$ cat src/rtl/axil_crossbar_master_arb.sv
// ---------------------------------------------------------------------------
// axil_crossbar_master_arb
//
// Arbiter for one AXI-lite crossbar master interface on one address channel
// (AW or AR). S_COUNT slave-side decoders request this master. One of them
// is granted at a time. The grant is held until the responses for the
// transactions issued under it have completed. Because of this, B/R
// responses can be routed back without ID tracking.
//
// Optional build macro: AXIL_ARB_FIXED_PRIO_EN
//   undefined : round-robin selection (first requester at/after pointer)
//   defined   : fixed priority, lowest requesting index always wins
//
// Ports:
//   clk          clock
//   rst          asynchronous active-high reset
//   s_req        per-requester request, held until s_ack
//   s_ack        one-hot address-accepted pulse (grant & m_avalid & m_aready)
//   grant        registered one-hot grant
//   grant_enc    binary index of grant, meaningful while grant_valid
//   grant_valid  a grant is currently held
//   m_avalid     registered master address valid
//   m_aready     master address ready
//   m_resp_done  one master response handshake completed
//   err_resp     registered pulse: response seen with nothing outstanding
// ---------------------------------------------------------------------------
module axil_crossbar_master_arb #(
    parameter int S_COUNT      = 4,
    parameter int ACCEPT_LIMIT = 1
) (
    input  logic                                          clk,
    input  logic                                          rst,
    input  logic [S_COUNT-1:0]                            s_req,
    output logic [S_COUNT-1:0]                            s_ack,
    output logic [S_COUNT-1:0]                            grant,
    output logic [((S_COUNT > 1) ? $clog2(S_COUNT) : 1)-1:0] grant_enc,
    output logic                                          grant_valid,
    output logic                                          m_avalid,
    input  logic                                          m_aready,
    input  logic                                          m_resp_done,
    output logic                                          err_resp
);

    localparam int ENC_W = (S_COUNT > 1) ? $clog2(S_COUNT) : 1;
    localparam int CNT_W = $clog2(ACCEPT_LIMIT + 1);

    typedef enum logic [1:0] {IDLE, ADDR, RESP} state_t;

    state_t             state_reg;
    logic [S_COUNT-1:0] grant_reg;
    logic [ENC_W-1:0]   grant_enc_reg;
    logic               grant_valid_reg;
    logic               m_avalid_reg;
    logic               err_resp_reg;
    logic [CNT_W-1:0]   outstanding_reg;
    logic [CNT_W-1:0]   outstanding_next;
    logic [CNT_W-1:0]   issued_reg;

    logic               addr_hs;
    logic               resp_dec;
    logic [ENC_W-1:0]   win_idx;
    logic [S_COUNT-1:0] win_onehot;

    // Lowest set bit of a request vector.
    function automatic logic [ENC_W-1:0] lowest_idx(input logic [S_COUNT-1:0] v);
        logic [ENC_W-1:0] idx;
        idx = '0;
        for (int k = S_COUNT - 1; k >= 0; k--) begin
            if (v[k]) begin
                idx = k[ENC_W-1:0];
            end
        end
        return idx;
    endfunction

`ifdef AXIL_ARB_FIXED_PRIO_EN
    assign win_idx = lowest_idx(s_req);
`else
    logic [ENC_W-1:0]   ptr_reg;
    logic [S_COUNT-1:0] req_masked;

    // Requests at or above the pointer take precedence. If none are present,
    // the unmasked vector supplies the wrap-around winner.
    for (genvar gi = 0; gi < S_COUNT; gi++) begin : g_mask
        assign req_masked[gi] = s_req[gi] && (gi >= int'(ptr_reg));
    end

    assign win_idx = (|req_masked) ? lowest_idx(req_masked) : lowest_idx(s_req);
`endif

    always_comb begin
        win_onehot          = '0;
        win_onehot[win_idx] = 1'b1;
    end

    assign addr_hs  = (state_reg == ADDR) && m_avalid_reg && m_aready;
    // A response with nothing outstanding is dropped so that the counter
    // saturates at zero. It is flagged on err_resp.
    assign resp_dec = m_resp_done && (outstanding_reg != '0);

    always_comb begin
        outstanding_next = outstanding_reg;
        if (addr_hs && !resp_dec) begin
            outstanding_next = outstanding_reg + CNT_W'(1);
        end else if (!addr_hs && resp_dec) begin
            outstanding_next = outstanding_reg - CNT_W'(1);
        end
    end

    assign s_ack       = addr_hs ? grant_reg : '0;
    assign grant       = grant_reg;
    assign grant_enc   = grant_enc_reg;
    assign grant_valid = grant_valid_reg;
    assign m_avalid    = m_avalid_reg;
    assign err_resp    = err_resp_reg;

    always_ff @(posedge clk or posedge rst) begin
        if (rst) begin
            state_reg       <= IDLE;
            grant_reg       <= '0;
            grant_enc_reg   <= '0;
            grant_valid_reg <= 1'b0;
            m_avalid_reg    <= 1'b0;
            err_resp_reg    <= 1'b0;
            outstanding_reg <= '0;
            issued_reg      <= '0;
`ifndef AXIL_ARB_FIXED_PRIO_EN
            ptr_reg         <= '0;
`endif
        end else begin
            err_resp_reg    <= m_resp_done && (outstanding_reg == '0);
            outstanding_reg <= outstanding_next;
            case (state_reg)
                IDLE: begin
                    if (|s_req) begin
                        grant_reg       <= win_onehot;
                        grant_enc_reg   <= win_idx;
                        grant_valid_reg <= 1'b1;
                        m_avalid_reg    <= 1'b1;
                        state_reg       <= ADDR;
`ifndef AXIL_ARB_FIXED_PRIO_EN
                        if (int'(win_idx) == S_COUNT - 1) begin
                            ptr_reg <= '0;
                        end else begin
                            ptr_reg <= win_idx + ENC_W'(1);
                        end
`endif
                    end
                end
                ADDR: begin
                    // Once valid is raised it is held until the handshake,
                    // even if the requester withdraws.
                    if (addr_hs) begin
                        m_avalid_reg <= 1'b0;
                        issued_reg   <= issued_reg + CNT_W'(1);
                        state_reg    <= RESP;
                    end
                end
                RESP: begin
                    if ((int'(issued_reg) < ACCEPT_LIMIT) && s_req[grant_enc_reg]) begin
                        m_avalid_reg <= 1'b1;
                        state_reg    <= ADDR;
                    end else if (outstanding_next == '0) begin
                        grant_reg       <= '0;
                        grant_valid_reg <= 1'b0;
                        issued_reg      <= '0;
                        state_reg       <= IDLE;
                    end
                end
                default: begin
                    state_reg <= IDLE;
                end
            endcase
        end
    end

endmodule

$ cat config.mk
export PLATFORM = sky130hd
export DESIGN_NAME = axil_crossbar_master_arb
export DESIGN_NICKNAME = d
export VERILOG_FILES = /design/src/rtl/axil_crossbar_master_arb.sv
export SDC_FILE = /design/constraint.sdc
export NUM_CORES = 1
export LEC_CHECK = 0
export CORE_MARGIN = 2
export CORE_UTILIZATION = 49
export CTS_BUF_LIST = sky130_fd_sc_hd__clkbuf_16
export CTS_CLUSTER_SIZE = 28
export DETAILED_ROUTE_END_ITERATION = 10
export PLACE_DENSITY = 0.89
export SYNTH_ARGS = -nofsm -noshare
export SYNTH_HDL_FRONTEND = slang
export SYNTH_SLANG_ARGS = --single-unit
$ cat constraint.sdc
create_clock -name clk -period 1.9 [get_ports clk]
set_input_delay 0.285 -clock clk [delete_from_list [all_inputs] [get_ports clk]]
set_output_delay 0.285 -clock clk [all_outputs]
set_load 0.01 [all_outputs]
==> Word-level counts from Yosys, hierarchy flattened <==
Cells that the tools add are included.
{ "word_totals": {"reg_bits": 15, "out_inout_bits": 13, "wordCells": 88, "in_bits": 8} }
{ "classes": {"n_addsub": 4, "bitwise": 1, "mux": 34, "n_eq_ne": 9, "n_reduce_logical": 24, "order_cmp": 7} }
{ "ops": {"columns": ["op", "n"], "rows": [
  ["2-bit two-way mux", 13],
  ["4-bit two-way mux", 4],
  ["4-bit AND reduction", 3],
  ["1-bit logical AND", 11],
  ["1-bit two-way mux", 10],
  ["2-bit != test (second input constant)", 5],
  ["4-bit one-hot mux with 2 select lines", 1],
  ["4-bit OR reduction", 2],
  ["2-bit by 3-bit less-than comparator with 1-bit output (second input constant)", 2],
  ["2-bit one-hot mux with 3 select lines", 1],
  ["2-bit by 1-bit == test with 1-bit output (second input constant)", 2],
  ["1-bit by 2-bit >= comparator with 1-bit output (first input constant)", 2],
  ["1-bit one-hot mux with 2 select lines", 2],
  ["2-bit nonzero test", 2],
  ["3-bit != test (second input constant)", 1],
  ["1-bit one-hot mux with 3 select lines", 1],
  ["3-bit AND reduction", 1],
  ["3-bit nonzero test", 1],
  ["1-bit adder (second input constant)", 2],
  ["2-bit by 1-bit adder with 2-bit output (second input constant)", 1],
  ["1-bit binary-select mux with 2-bit select", 1],
  ["1-bit demux with 2-bit select", 1],
  ["2-bit == test (second input constant)", 1],
  ["2-bit by 1-bit >= comparator with 1-bit output (second input constant)", 1],
  ["7 further kinds", 8]
]} }

==> Depth between registers and ports, before layout <==
Gate-level depths: netlist (run 1).
{ "logic_depth": {"ltp_word": 12, "depth_mapped": 6, "ltp_nobuf": 6} }

==> Worst setup path before layout (run 1) <==
Ideal clock, no wire load.
{ "synth_path": {"path_type": "in2reg", "startpoint": "input s_req[1]", "endpoint": "register ptr_reg[1]", "cell_stages": 5, "arrival_time_ns": 1.449, "setup_slack_ns": 0.323, "setup_time_ns": 0.127, "required_ns": 1.773, "path_buffers": 0, "path_cell_list": "and2b_2 -> a221oi_1 -> nor2_1 -> ha_1 -> mux2_1"} }
{ "synth_via": {"elab_chain_cells": 6, "word_cells_on_any_way": 12, "classes_between": "add/sub (1); eq/ne (1); mux (6); reduce/logical (4)"} }
{ "synth_rtl": {"columns": ["item", "line_no", "source"], "rows": [
  ["start, declared", "33", "input logic [S_COUNT-1:0] s_req,"],
  ["1-bit logical AND", "85", "assign req_masked[gi] = s_req[gi] && (gi >= int'(ptr_reg));"],
  ["2-bit two-way mux (2 in a row)", "69", "if (v[k]) begin"],
  ["2-bit two-way mux (*)", "88", "assign win_idx = (|req_masked) ? lowest_idx(req_masked) : lowest_idx(s_req);"],
  ["named net win_idx[1]", "61", "logic [ENC_W-1:0] win_idx;"],
  ["2-bit by 1-bit adder with 2-bit output or 2-bit by 1-bit == test with 1-bit output (tied branches)", "145, 142", null],
  ["2-bit two-way mux (*)", "142", "if (int'(win_idx) == S_COUNT - 1) begin"],
  ["end signal, assigned", "145", "ptr_reg <= win_idx + ENC_W'(1);"],
  ["end, declared", "79", "logic [ENC_W-1:0] ptr_reg;"]
]} }
Mark *: on every way through the listed nets, which the timed path passes. The rest lies on a longest branch.
A chain may end at the register's enable or synchronous reset.

==> Final worst setup path (run 1) <==
{ "layout_path": {"startpoint": "input s_req[2]", "endpoint": "register ptr_reg[1]"} }
{ "layout_via": {"elab_chain_cells": 7, "word_cells_on_any_way": 14, "classes_between": "add/sub (1); eq/ne (1); mux (8); reduce/logical (4)"} }
{ "layout_rtl": {"columns": ["item", "line_no"], "rows": [
  ["1-bit logical AND", "85"],
  ["2-bit two-way mux (3 in a row)", "69"],
  ["2-bit two-way mux (*)", "88"],
  ["named net win_idx[0]", "61"],
  ["2-bit by 1-bit adder with 2-bit output or 2-bit by 1-bit == test with 1-bit output (tied branches)", "145, 142"],
  ["2-bit two-way mux (*)", "142"]
]} }
Marks and branches as above.

==> qor_table.md, run 1 <==
| Group | Quantity | Reported |
| --- | --- | --- |
| outcome | Run status | finished, final reports clean |
| synth | Complex-gate fraction of the synthesized area | 0.155 |
| worst setup path | Number of cells traversed by the worst register-to-register path | 5 |
| clocking | TritonCTS Buffers | 3 |
| synth | Sequential element share of the synthesized area | 0.391 |
| synth | Mux cell area share after synthesis | 0.0495 |
| route | First-pass DRT Iterations | 4 |
| worst setup path | RR Startpoint | ptr_reg[1]$_DFFE_PP0P_ |
| synth | Gate Count Post-Synth | 97 |
| route | Antenna violation net count after detailed routing | 0 |
| cells and area | Count of antenna diodes in the layout | 0 |
| global route | Met2 track demand over resource in global routing | 0.397 |
| cells and area | Signed area change from the synthesized netlist to the final layout | 46.2% |
| global route | Global router's overall resource usage | 0.215 |
| synth | Syn_area_per_cell | 9.91 sq um |
| floorplanning | Number of placement rows | 16 |
| worst setup path | Max incr delay on CP | 0.44 ns |
| worst setup path | Required time of the critical path | 2.03 ns |
| placed design | DP Cell Count | 158 |
| global route | Via count of the first global-routing pass | 785 |
| clocking | CTS tree | yes |
| floorplanning | Vertical extent of the die | 48.3 um |
| cells and area | Flip-flop count of the largest register, all copies and words added | 4 |
| global route | Gr ovfl total | 0 |
| synth | Combinational family with the most area after synthesis | simple AND/OR/NAND/NOR gates |
| clocking | H-tree depth reported by CTS | 1 |
| global route | Global-route track usage on met3 | 0.0259 |
| synth | Xor/xnor cell area share of the yosys netlist | 0.0182 |
| route | Vias after detailed routing | 911 |
| route | WL/cell | 14.8 um |
| worst setup path | R2r setup slk | 0.24 ns |
| timing | Final hold vios | 0 |
| route | Post-DR vias/cell | 5.59 |
| clocking | Buffer type at the clock tree root | clkbuf_16 |
| timing | RSZ-0062 raised after global routing | no |
| clocking | Number of buffers on the longest clock path | 2 |
| global route | Global-route layer with the greatest usage | met2 |
| global route | Met1 Track Usage GR | 0.243 |
| cells and area | Final Instance Count excl. Fillers | 163 |
| cells and area | Sequential cell area | 375 sq um |
| cells and area | Number of fill cells in the layout | 137 |
| worst setup path | Endpoint kind of the worst setup timing path | flip-flop |
| timing | Worst hold slack after final layout | 0.402 ns |
| synth | Netlist cell types | 40 |
| route | Count of routing violations after the opening detailed-route iteration | 19 |
| worst setup path | Data arrival, critical path | 1.93 ns |
| timing | # setup viols final | 0 |
| worst setup path | Launching element type of the critical path | input port |
| synth | Commonest register cell after synthesis | dfrtp_1 |
| clocking | Clk_lat worst skew | 0.25 ns |
| timing | Ratio of final minimum period to clock period | 0.947 |
| placed design | Buffers on Ports | 20 |
| hold path | Hold crit path type | input port to async pin |
| clocking | Clock-pin slew of the registers on the worst-case setup and hold paths | 0.05 ns |
| global route | Largest net degree at the start of global routing | 16 |
| worst setup path | Count of buffering cells on the critical path with inverters included | 2 |
| power and ir drop | Leak | 0.663 nW |
| route | Number of design rule violations left after detail routing | 0 |
| cells and area | Leading cell type in the layout, fill and taps excluded | buf_4 |
| worst setup path | Category of cells accounting for the largest share of critical-path delay | buffers and inverters |
| timing | Max Transition Viols Final | 0 |
| global route | First-pass GRT wire length | 3.40 mm |
| worst setup path | R2R Path End | ptr_reg[1]$_DFFE_PP0P_ |
| timing | Min Tclk post-route | 1.80 ns |
| timing | Final setup skew | 0.00189 ns |
| cells and area | Commonest non-fill, non-tap cells in the layout | buf_4, clkdlybuf4s50_1, dfrtp_1, nand3_1, inv_1 |
| floorplanning | Core outline area | 0.00190 sq mm |
| worst setup path | CP max stage cell | clkdlybuf4s50_1 |
| run | Max-capacitance violation count | 0 |
| worst setup path | CP Depth | 7 |
| floorplanning | X dimension of the die | 48.3 um |
| cells and area | Combined area of the multi-input logic cells | 548 sq um |
| global route | Initial antenna violation count | 0 |
| cells and area | Net total in the final layout | 149 |
| synth | Number of flops mapped to enable cells by yosys | 0 |
| worst setup path | Chain of cells forming the critical path | clkdlybuf4s50_1 > buf_4 > mux2i_1 > nor2_1 > nor3_1 > ha_1 > mux2_1 |
| synth | Number of synthesized register bits | 15 |
| floorplanning | Die footprint | 0.00233 sq mm |
| synth | Syn_nets | 109 |
| cells and area | Fraction of layout cells with a size suffix above 1 | 0.265 |
| placed design | DP Wirelength | 1.82 mm |
| floorplanning | I/O Pins | 21 |
| cells and area | Share of the core filled with cells | 0.739 |
| floorplanning | Effective utilization at floorplan | 0.505 |
| synth | Post-synthesis instance area | 961 sq um |
| synth | Adder and majority gate portion of the synthesized area | 0.0521 |
| power and ir drop | Power per unit of standard cell area | 1050 mW/mm^2 |
| synth | Fraction of registers with async set/reset | 1.00 |
| timing | Max Freq | 556 MHz |
| worst setup path | Max Fanout on Critical Path | 3 |
| timing | Actual slew at the worst max-slew pin | 0.591 ns |
| route | Final wirelength | 2.41 mm |
| timing | Remaining max-slew budget at the tightest pin | 0.605 |
| synth | Share of synthesized cell area in and, or, nand and nor gates | 0.284 |
| worst setup path | Critical path class | input port to flip-flop |
| power and ir drop | Worst ir drop on vdd | 0.684 mV |
| placed design | RD Place Congestion | 0.799 |
| clocking | Sink Count | 15 |
| synth | Yosys warning count | 0 |
kinds of logic after synthesis:
group | after synthesis
mux | 3
simple gates | 42
compound gates | 20
buf+inv | 11
fa+ha+maj | 4
flops | 15
xor+xnor | 2
layer usage:
layer / vias to the layer above / wire length [um]
met3: 6 / 133
met2: 35 / 1290
met4: 0 / 40
met5: - / 0
li1: 436 / -
met1: 434 / 950
worst max-delay path by stage:
| stage | startpoint | end | slack [ns] |
|---|---|---|---|
| 2_1_floorplan | s_req[1] | ptr_reg[1]$_DFFE_PP0P_ | 0.32 |
| 3_3_place_gp | s_req[1] | ptr_reg[1]$_DFFE_PP0P_ | -0.15 |
| 3_5_place_dp | s_req[1] | ptr_reg[1]$_DFFE_PP0P_ | -0.22 |
| 4_1_cts | s_req[1] | ptr_reg[1]$_DFFE_PP0P_ | 0.04 |
| 5_1_grt | s_req[2] | ptr_reg[1]$_DFFE_PP0P_ | 0.02 |
| 6_report | s_req[2] | ptr_reg[1]$_DFFE_PP0P_ | 0.10 |
area by class of cell:
cell class,count,area share
clock buffer,3,0.0534
tap,27,0.0240
clock inverter,1,0.00356
inverter,6,0.0160
sequential,15,0.267
timing repair buffer,40,0.246
multi-input combinational,71,0.390
timing repair:
action,in CTS,in global routing
hold buffers,0,0
gates resized for setup,5,2
setup buffers,1,0
endpoints found under the setup margin,4,1
pin swaps,1,0
per-stage QoR:
stage / total power, mW / area [sq um] / TNS, ns / setup slack [ns]
4_1_cts: 1.48 / 1400 / 0 / 0.0394
5_1_grt: 1.56 / 1410 / 0 / 0.0227
2_1_floorplan: 0.765 / 961 / 0 / 0.323
3_5_place_dp: 1.05 / 1310 / -1.60 / -0.219
3_3_place_gp: 1.02 / 1310 / -1.12 / -0.151
6_report: 1.48 / 1410 / 0 / 0.101
worst register-to-register path, stage by stage, from the launching register on:
cell and delay [ns]:
dfrtp_1 0.41, mux2i_1 0.20, nor2_1 0.09, nor3_1 0.28, ha_1 0.28, mux2_1 0.27
synthesized netlist by cell type, types with 2 or more instances:
cell       count  share of area
dfrtp_1       15           0.39
nand3_1       10          0.052
inv_1          6          0.023
nor2_1         5          0.020
a21oi_1        4          0.021
and2_1         4          0.026
ha_1           4          0.052
nand2b_1       4          0.026
o21ai_0        4          0.021
o221ai_1       4          0.036
nand4bb_1      3          0.035
buf_1          2         0.0078
clkbuf_1       2         0.0078
nand2_1        2         0.0078
nor2b_1        2          0.013
or2_2          2          0.013
power breakdown:
part | internal, mW | switching, mW
registers | 0.410 | 0.0889
logic | 0.313 | 0.250
clock network | 0.281 | 0.133
Power figures use the tool's default switching activity.
==> inputs of run 2 (changes only) <==
--- a/config.mk
+++ b/config.mk
@@ -10,7 +10,8 @@
 export CTS_BUF_LIST = sky130_fd_sc_hd__clkbuf_16
 export CTS_CLUSTER_SIZE = 28
 export DETAILED_ROUTE_END_ITERATION = 10
-export PLACE_DENSITY = 0.89
+export PLACE_DENSITY = 0.78
+export RECOVER_POWER = 100
 export SYNTH_ARGS = -nofsm -noshare
 export SYNTH_HDL_FRONTEND = slang
 export SYNTH_SLANG_ARGS = --single-unit
==> run 2 against run 1 <==
Effect of this change: routed wire length fell by 6.8%; clock skew fell by 0.0010 ns; flip-flop and latch count did not move; largest power group unchanged; worst setup slack improved by 0.0025 ns; clock-buffer cell count did not move; die area did not move; largest cell class unchanged; sequential share of layout area rose by 0.24 points; utilization fell by 0.66 points.
==> qor_table.md, run 2 (synthesis results as in run 1) <==
| Group | Quantity | Reported |
| --- | --- | --- |
| route | Vias after detailed routing | 893 |
| worst setup path | Required time of the critical path | 1.62 ns |
| timing | Min Tclk post-route | 1.80 ns |
| route | Final wirelength | 2.25 mm |
| timing | RSZ-0062 raised after global routing | no |
| power and ir drop | Worst ir drop on vdd | 0.599 mV |
| placed design | Standard cell area after detailed placement | 0.00130 sq mm |
| power and ir drop | Leak | 0.672 nW |
| clocking | CTS Hold Buffers Added | 0 |
| timing | Ratio of final minimum period to clock period | 0.946 |
| route | First-pass DRT Iterations | 4 |
| worst setup path | Launching element type of the critical path | input port |
| cells and area | Fraction of layout cells with a size suffix above 1 | 0.252 |
| floorplanning | Vertical extent of the die | 48.3 um |
| global route | First-pass GRT wire length | 3.38 mm |
| floorplanning | Number of placement rows | 16 |
| floorplanning | Core outline area | 0.00190 sq mm |
| route | Amount of wire on met3 after detailed routing | 104 um |
| clocking | TritonCTS Buffers | 3 |
| global route | Gr ovfl total | 0 |
| timing | Actual slew at the worst max-slew pin | 0.603 ns |
| cells and area | Count of antenna diodes in the layout | 0 |
| timing | Final setup skew | 0.000871 ns |
| route | Post-DR vias/cell | 5.51 |
| timing | Final hold vios | 0 |
| clocking | Number of buffers on the longest clock path | 2 |
| worst setup path | Data arrival, critical path | 1.51 ns |
| cells and area | Number of fill cells in the layout | 135 |
| run | Max-capacitance violation count | 0 |
| clocking | CTS tree | yes |
| placed design | Buffers on Ports | 20 |
| timing | Max Freq | 557 MHz |
| route | Number of design rule violations left after detail routing | 0 |
| clocking | Buffer type at the clock tree root | clkbuf_16 |
| clocking | Sink Count | 15 |
| outcome | Run status | finished, final reports clean |
| route | WL/cell | 13.9 um |
| hold path | Hold crit path type | flip-flop to flip-flop |
| global route | Via count of the first global-routing pass | 760 |
| cells and area | Signed area change from the synthesized netlist to the final layout | 44.9% |
| cells and area | Commonest non-fill, non-tap cells in the layout | dfrtp_1, buf_4, dlygate4sd3_1, nand3_1, inv_1 |
| cells and area | Net total in the final layout | 148 |
| route | Count of routing violations after the opening detailed-route iteration | 29 |
| worst setup path | Max Fanout on Critical Path | 4 |
| timing | Remaining max-slew budget at the tightest pin | 0.598 |
| timing | # setup viols final | 0 |
| clocking | H-tree depth reported by CTS | 1 |
| floorplanning | Die footprint | 0.00233 sq mm |
| global route | Initial antenna violation count | 0 |
| cells and area | Total non-filler cell area in the finished layout | 0.00139 sq mm |
| timing | Setup Total Neg Slack | 0 ns |
| clocking | Clk_lat worst skew | 0.24 ns |
| route | Post-Route M1 WL | 1.04 mm |
| route | Detailed-routed wire length on met2 | 1.07 mm |
| power and ir drop | Power per unit of standard cell area | 1030 mW/mm^2 |
| floorplanning | Effective utilization at floorplan | 0.505 |
| route | Top metal layer carrying routed signals | met4 |
| floorplanning | I/O Pins | 21 |
| global route | Largest net degree at the start of global routing | 16 |
| floorplanning | X dimension of the die | 48.3 um |
| global route | Global router's overall resource usage | 0.211 |
| worst setup path | Endpoint kind of the worst setup timing path | output port |
| power and ir drop | Total design power | 1.44 mW |
| clocking | Clock-pin slew of the registers on the worst-case setup and hold paths | 0.05 ns |
| worst setup path | Critical path class | input port to output port |
| route | Antenna violation net count after detailed routing | 0 |
| placed design | DP Wirelength | 1.68 mm |
| timing | Max Transition Viols Final | 0 |
| cells and area | Flip-flop count of the largest register, all copies and words added | 4 |
| placed design | RD Place Congestion | 0.840 |
run 2: cell types whose count changed in the layout (fill, tap and decap cells not counted):
| cell | previous run | this run |
|---|---|---|
| and2_1 | 4 | 3 |
| nor3_2 | 0 | 1 |
| clkbuf_4 | 0 | 1 |
| and2_0 | 0 | 1 |
| buf_4 | 20 | 15 |
| clkdlybuf4s50_1 | 16 | 5 |
| clkbuf_1 | 0 | 2 |
| clkbuf_2 | 0 | 1 |
| dlygate4sd3_1 | 0 | 11 |
| nor3_1 | 1 | 0 |
run 2: final cells by class:
type / count / area, sq um / share of cell area
timing repair buffer: 39 / 328 / 0.235
clock inverter: 1 / 5.00 / 0.00359
sequential: 15 / 375 / 0.270
multi-input combinational: 71 / 553 / 0.397
inverter: 6 / 22.5 / 0.0162
clock buffer: 3 / 75.1 / 0.0539
tap: 27 / 33.8 / 0.0243
run 2: worst paths after layout:
path                                                start                endpoint  slack [ns]  cells past startpoint
worst max-delay path                             m_aready                s_ack[3]        0.10                      5
worst min-delay path            outstanding_reg$_DFF_PP0_      err_resp$_DFF_PP0_        0.42                      1
worst max register to register     ptr_reg[1]$_DFFE_PP0P_    grant[2]$_DFFE_PP0P_        0.25                      7
worst min register to register  outstanding_reg$_DFF_PP0_      err_resp$_DFF_PP0_        0.42                      1
max in group asynchronous                             rst  ptr_reg[1]$_DFFE_PP0P_        0.95                      2
min in group asynchronous                             rst      err_resp$_DFF_PP0_        0.55                      2
run 2: worst max-delay path, stage by stage:
cell and delay [ns]:
clkdlybuf4s50_1 0.48, and4b_2 0.23, buf_4 0.12, and2_0 0.13, dlygate4sd2_1 0.26
run 2: what timing repair did:
item | 4_1_cts | 5_1_grt
pin swaps | 1 | 0
resized for setup | 5 | 3
setup endpoints to repair | 4 | 1
buffers inserted | 1 | 0
run 2: report_power, final:
part | total, mW | internal, mW | switching [mW] | leakage (nW)
Sequential | 0.491 | 0.410 | 0.0814 | 0.191
Clock | 0.412 | 0.281 | 0.131 | 0.0409
Combinational | 0.536 | 0.286 | 0.250 | 0.441
Total | 1.44 | 0.977 | 0.462 | 0.672
run 2: per-stage QoR:
step	instances	hold slack (ns)	setup WS [ns]	util
2_1_floorplan	97	0.186	0.323	-
6_report	162	0.424	0.103	0.732
5_1_grt	162	0.448	0.0168	0.732
3_3_place_gp	157	0.400	-0.173	0.686
3_5_place_dp	157	0.418	-0.194	0.686
4_1_cts	162	0.425	0.0609	0.730
run 2: layer usage:
metal	up-vias	GRT usage
li1	435	-
met1	423	0.291
met2	29	0.337
met3	6	0.0222
met4	0	0.0865
met5	-	0
==> inputs of run 3 (changes only) <==
--- a/config.mk
+++ b/config.mk
@@ -10,7 +10,7 @@
 export CTS_BUF_LIST = sky130_fd_sc_hd__clkbuf_16
 export CTS_CLUSTER_SIZE = 28
 export DETAILED_ROUTE_END_ITERATION = 10
-export PLACE_DENSITY = 0.78
+export PLACE_DENSITY_LB_ADDON = 0.15
 export RECOVER_POWER = 100
 export SYNTH_ARGS = -nofsm -noshare
 export SYNTH_HDL_FRONTEND = slang
==> run 3 against run 2 <==
Effect of this change: flip-flop and latch count stayed put; routed wire length is 7.6% higher; worst setup slack better by 0.015 ns; non-clock buffer count is 1 lower; fmax is 0.82% higher; clock power hardly changed; clock-buffer cell count stayed put; sequential share of layout area is 0.27 points higher; final area is 0.99% lower; cell count is 0.62% lower.
==> qor_table.md, run 3 (synthesis results as in run 1) <==
| Group | Quantity | Reported |
| --- | --- | --- |
| placed design | RD Place Congestion | 0.805 |
| timing | Max Transition Viols Final | 0 |
| cells and area | Net total in the final layout | 147 |
| clocking | Buffer type at the clock tree root | clkbuf_16 |
| timing | Min Tclk post-route | 1.78 ns |
| route | Count of routing violations after the opening detailed-route iteration | 28 |
| outcome | Run status | finished, final reports clean |
| placed design | Standard cell area after detailed placement | 0.00130 sq mm |
| global route | Met2 track demand over resource in global routing | 0.389 |
| global route | Global-route track usage on met3 | 0.0444 |
| clocking | Sink Count | 15 |
| power and ir drop | Leak | 0.668 nW |
| route | Antenna violation net count after detailed routing | 0 |
| timing | Max Freq | 561 MHz |
| route | Post-DR vias/cell | 5.66 |
| timing | RSZ-0062 raised after global routing | no |
| clocking | H-tree depth reported by CTS | 1 |
| clocking | Clock-pin slew of the registers on the worst-case setup and hold paths | 0.05 ns |
| floorplanning | Number of placement rows | 16 |
| cells and area | Final Instance Count excl. Fillers | 161 |
| worst setup path | Chain of cells forming the critical path | clkdlybuf4s50_1 > buf_4 > or4_4 > nand2_1 > mux2_1 |
| timing | Remaining max-slew budget at the tightest pin | 0.601 |
| cells and area | Total non-filler cell area in the finished layout | 0.00138 sq mm |
| placed design | Buffers on Ports | 20 |
| route | Number of design rule violations left after detail routing | 0 |
| floorplanning | I/O Pins | 21 |
| power and ir drop | Power per unit of standard cell area | 1040 mW/mm^2 |
| floorplanning | Core outline area | 0.00190 sq mm |
| global route | First-pass GRT wire length | 3.64 mm |
| worst setup path | Data arrival, critical path | 1.91 ns |
| cells and area | Commonest non-fill, non-tap cells in the layout | buf_4, dfrtp_1, dlygate4sd3_1, nand3_1, inv_1 |
| route | Vias after detailed routing | 911 |
| worst setup path | Endpoint kind of the worst setup timing path | flip-flop |
| cells and area | Flip-flop count of the largest register, all copies and words added | 4 |
| clocking | CTS Hold Buffers Added | 0 |
| worst setup path | Required time of the critical path | 2.03 ns |
| timing | Actual slew at the worst max-slew pin | 0.597 ns |
| worst setup path | R2r setup slk | 0.30 ns |
| clocking | Number of buffers on the longest clock path | 2 |
| worst setup path | Launching element type of the critical path | input port |
| timing | Final setup skew | 0.00215 ns |
| timing | # setup viols final | 0 |
| global route | Via count of the first global-routing pass | 813 |
| floorplanning | Die footprint | 0.00233 sq mm |
| placed design | DP Wirelength | 1.69 mm |
| global route | Largest net degree at the start of global routing | 16 |
| placed design | DP Cell Count | 156 |
| worst setup path | CP max stage cell | or4_4 |
| route | WL/cell | 15.0 um |
| power and ir drop | Worst ir drop on vdd | 0.807 mV |
| hold path | Hold crit path type | flip-flop to flip-flop |
| cells and area | Signed area change from the synthesized netlist to the final layout | 43.5% |
| clocking | Clk_lat worst skew | 0.24 ns |
| floorplanning | Vertical extent of the die | 48.3 um |
| run | Max-capacitance violation count | 0 |
| floorplanning | X dimension of the die | 48.3 um |
| global route | Initial antenna violation count | 0 |
| route | Final wirelength | 2.42 mm |
| cells and area | Leading cell type in the layout, fill and taps excluded | buf_4 |
| floorplanning | Effective utilization at floorplan | 0.505 |
| cells and area | Count of antenna diodes in the layout | 0 |
| worst setup path | Critical path class | input port to flip-flop |
| global route | Met1 Track Usage GR | 0.274 |
| worst setup path | Max Fanout on Critical Path | 5 |
| global route | Gr ovfl total | 0 |
| timing | Ratio of final minimum period to clock period | 0.938 |
| worst setup path | Max incr delay on CP | 0.58 ns |
| global route | Global-route layer with the greatest usage | met2 |
| timing | Final hold vios | 0 |
| clocking | CTS tree | yes |
| timing | Setup Total Neg Slack | 0 ns |
| clocking | TritonCTS Buffers | 3 |
| cells and area | Fraction of layout cells with a size suffix above 1 | 0.239 |
| global route | Global router's overall resource usage | 0.225 |
| route | First-pass DRT Iterations | 4 |
run 3: cell count changes in the layout (fill, tap and decap cells not counted):
cell / change
buf_4: +2
clkbuf_1: -1
nand2_4: -1
and2_1: +1
nand2_1: +1
and2_0: -1
clkbuf_4: -1
clkbuf_2: -1
nor3_1: +1
nor3_2: -1
run 3: routing by layer:
metal / up-vias / share of wire
met2: 34 / 0.50
li1: 436 / -
met5: - / 0
met3: 4 / 0.051
met4: 0 / 0.014
met1: 437 / 0.44
run 3: metrics by stage:
stage               setup WS (ns)  hold WS (ns)  utilization  total power, mW
global placement           -0.188         0.398        0.682             1.02
detailed placement         -0.212         0.410        0.682             1.04
floorplan                   0.323         0.186            -            0.765
CTS                        0.0436         0.416        0.726             1.46
global route              0.00848         0.438        0.725             1.53
finish                      0.118         0.413        0.725             1.44
run 3: power by group:
part           internal (mW)  switching (mW)  leakage [nW]
Combinational          0.286           0.248         0.436
Clock                  0.281           0.131        0.0409
Sequential             0.410          0.0802         0.191
run 3: cell type report:
type / instances / area [sq um]
multi-input cells: 71 / 541
repair buffers: 38 / 327
clock inverters: 1 / 5.00
clock buffers: 3 / 75.1
fillers: 142 / 523
well taps: 27 / 33.8
flip-flops and latches: 15 / 375
inverters: 6 / 22.5
run 3: what timing repair did:
action	CTS	global route
pin swaps	1	0
endpoints found under the setup margin	4	1
gates resized for setup	5	2
setup buffers	1	0
run 3: path summary, 6_finish.rpt:
kind                                      startpoint                      to  cells after the start
min in group asynchronous                        rst    grant[1]$_DFFE_PP0P_                      2
min                        outstanding_reg$_DFF_PP0_      err_resp$_DFF_PP0_                      1
min reg2reg                outstanding_reg$_DFF_PP0_      err_resp$_DFF_PP0_                      1
max in group asynchronous                        rst    m_avalid$_DFFE_PP0P_                      2
max reg2reg                   ptr_reg[1]$_DFFE_PP0P_  ptr_reg[1]$_DFFE_PP0P_                      5
max                                         s_req[1]  ptr_reg[1]$_DFFE_PP0P_                      5
run 3: worst max-delay path, delay by kind of cell:
family	cells	cell delay [ns]
muxes	1	0.32
and+or+nand+nor	2	0.72
buffers and inverters	2	0.58
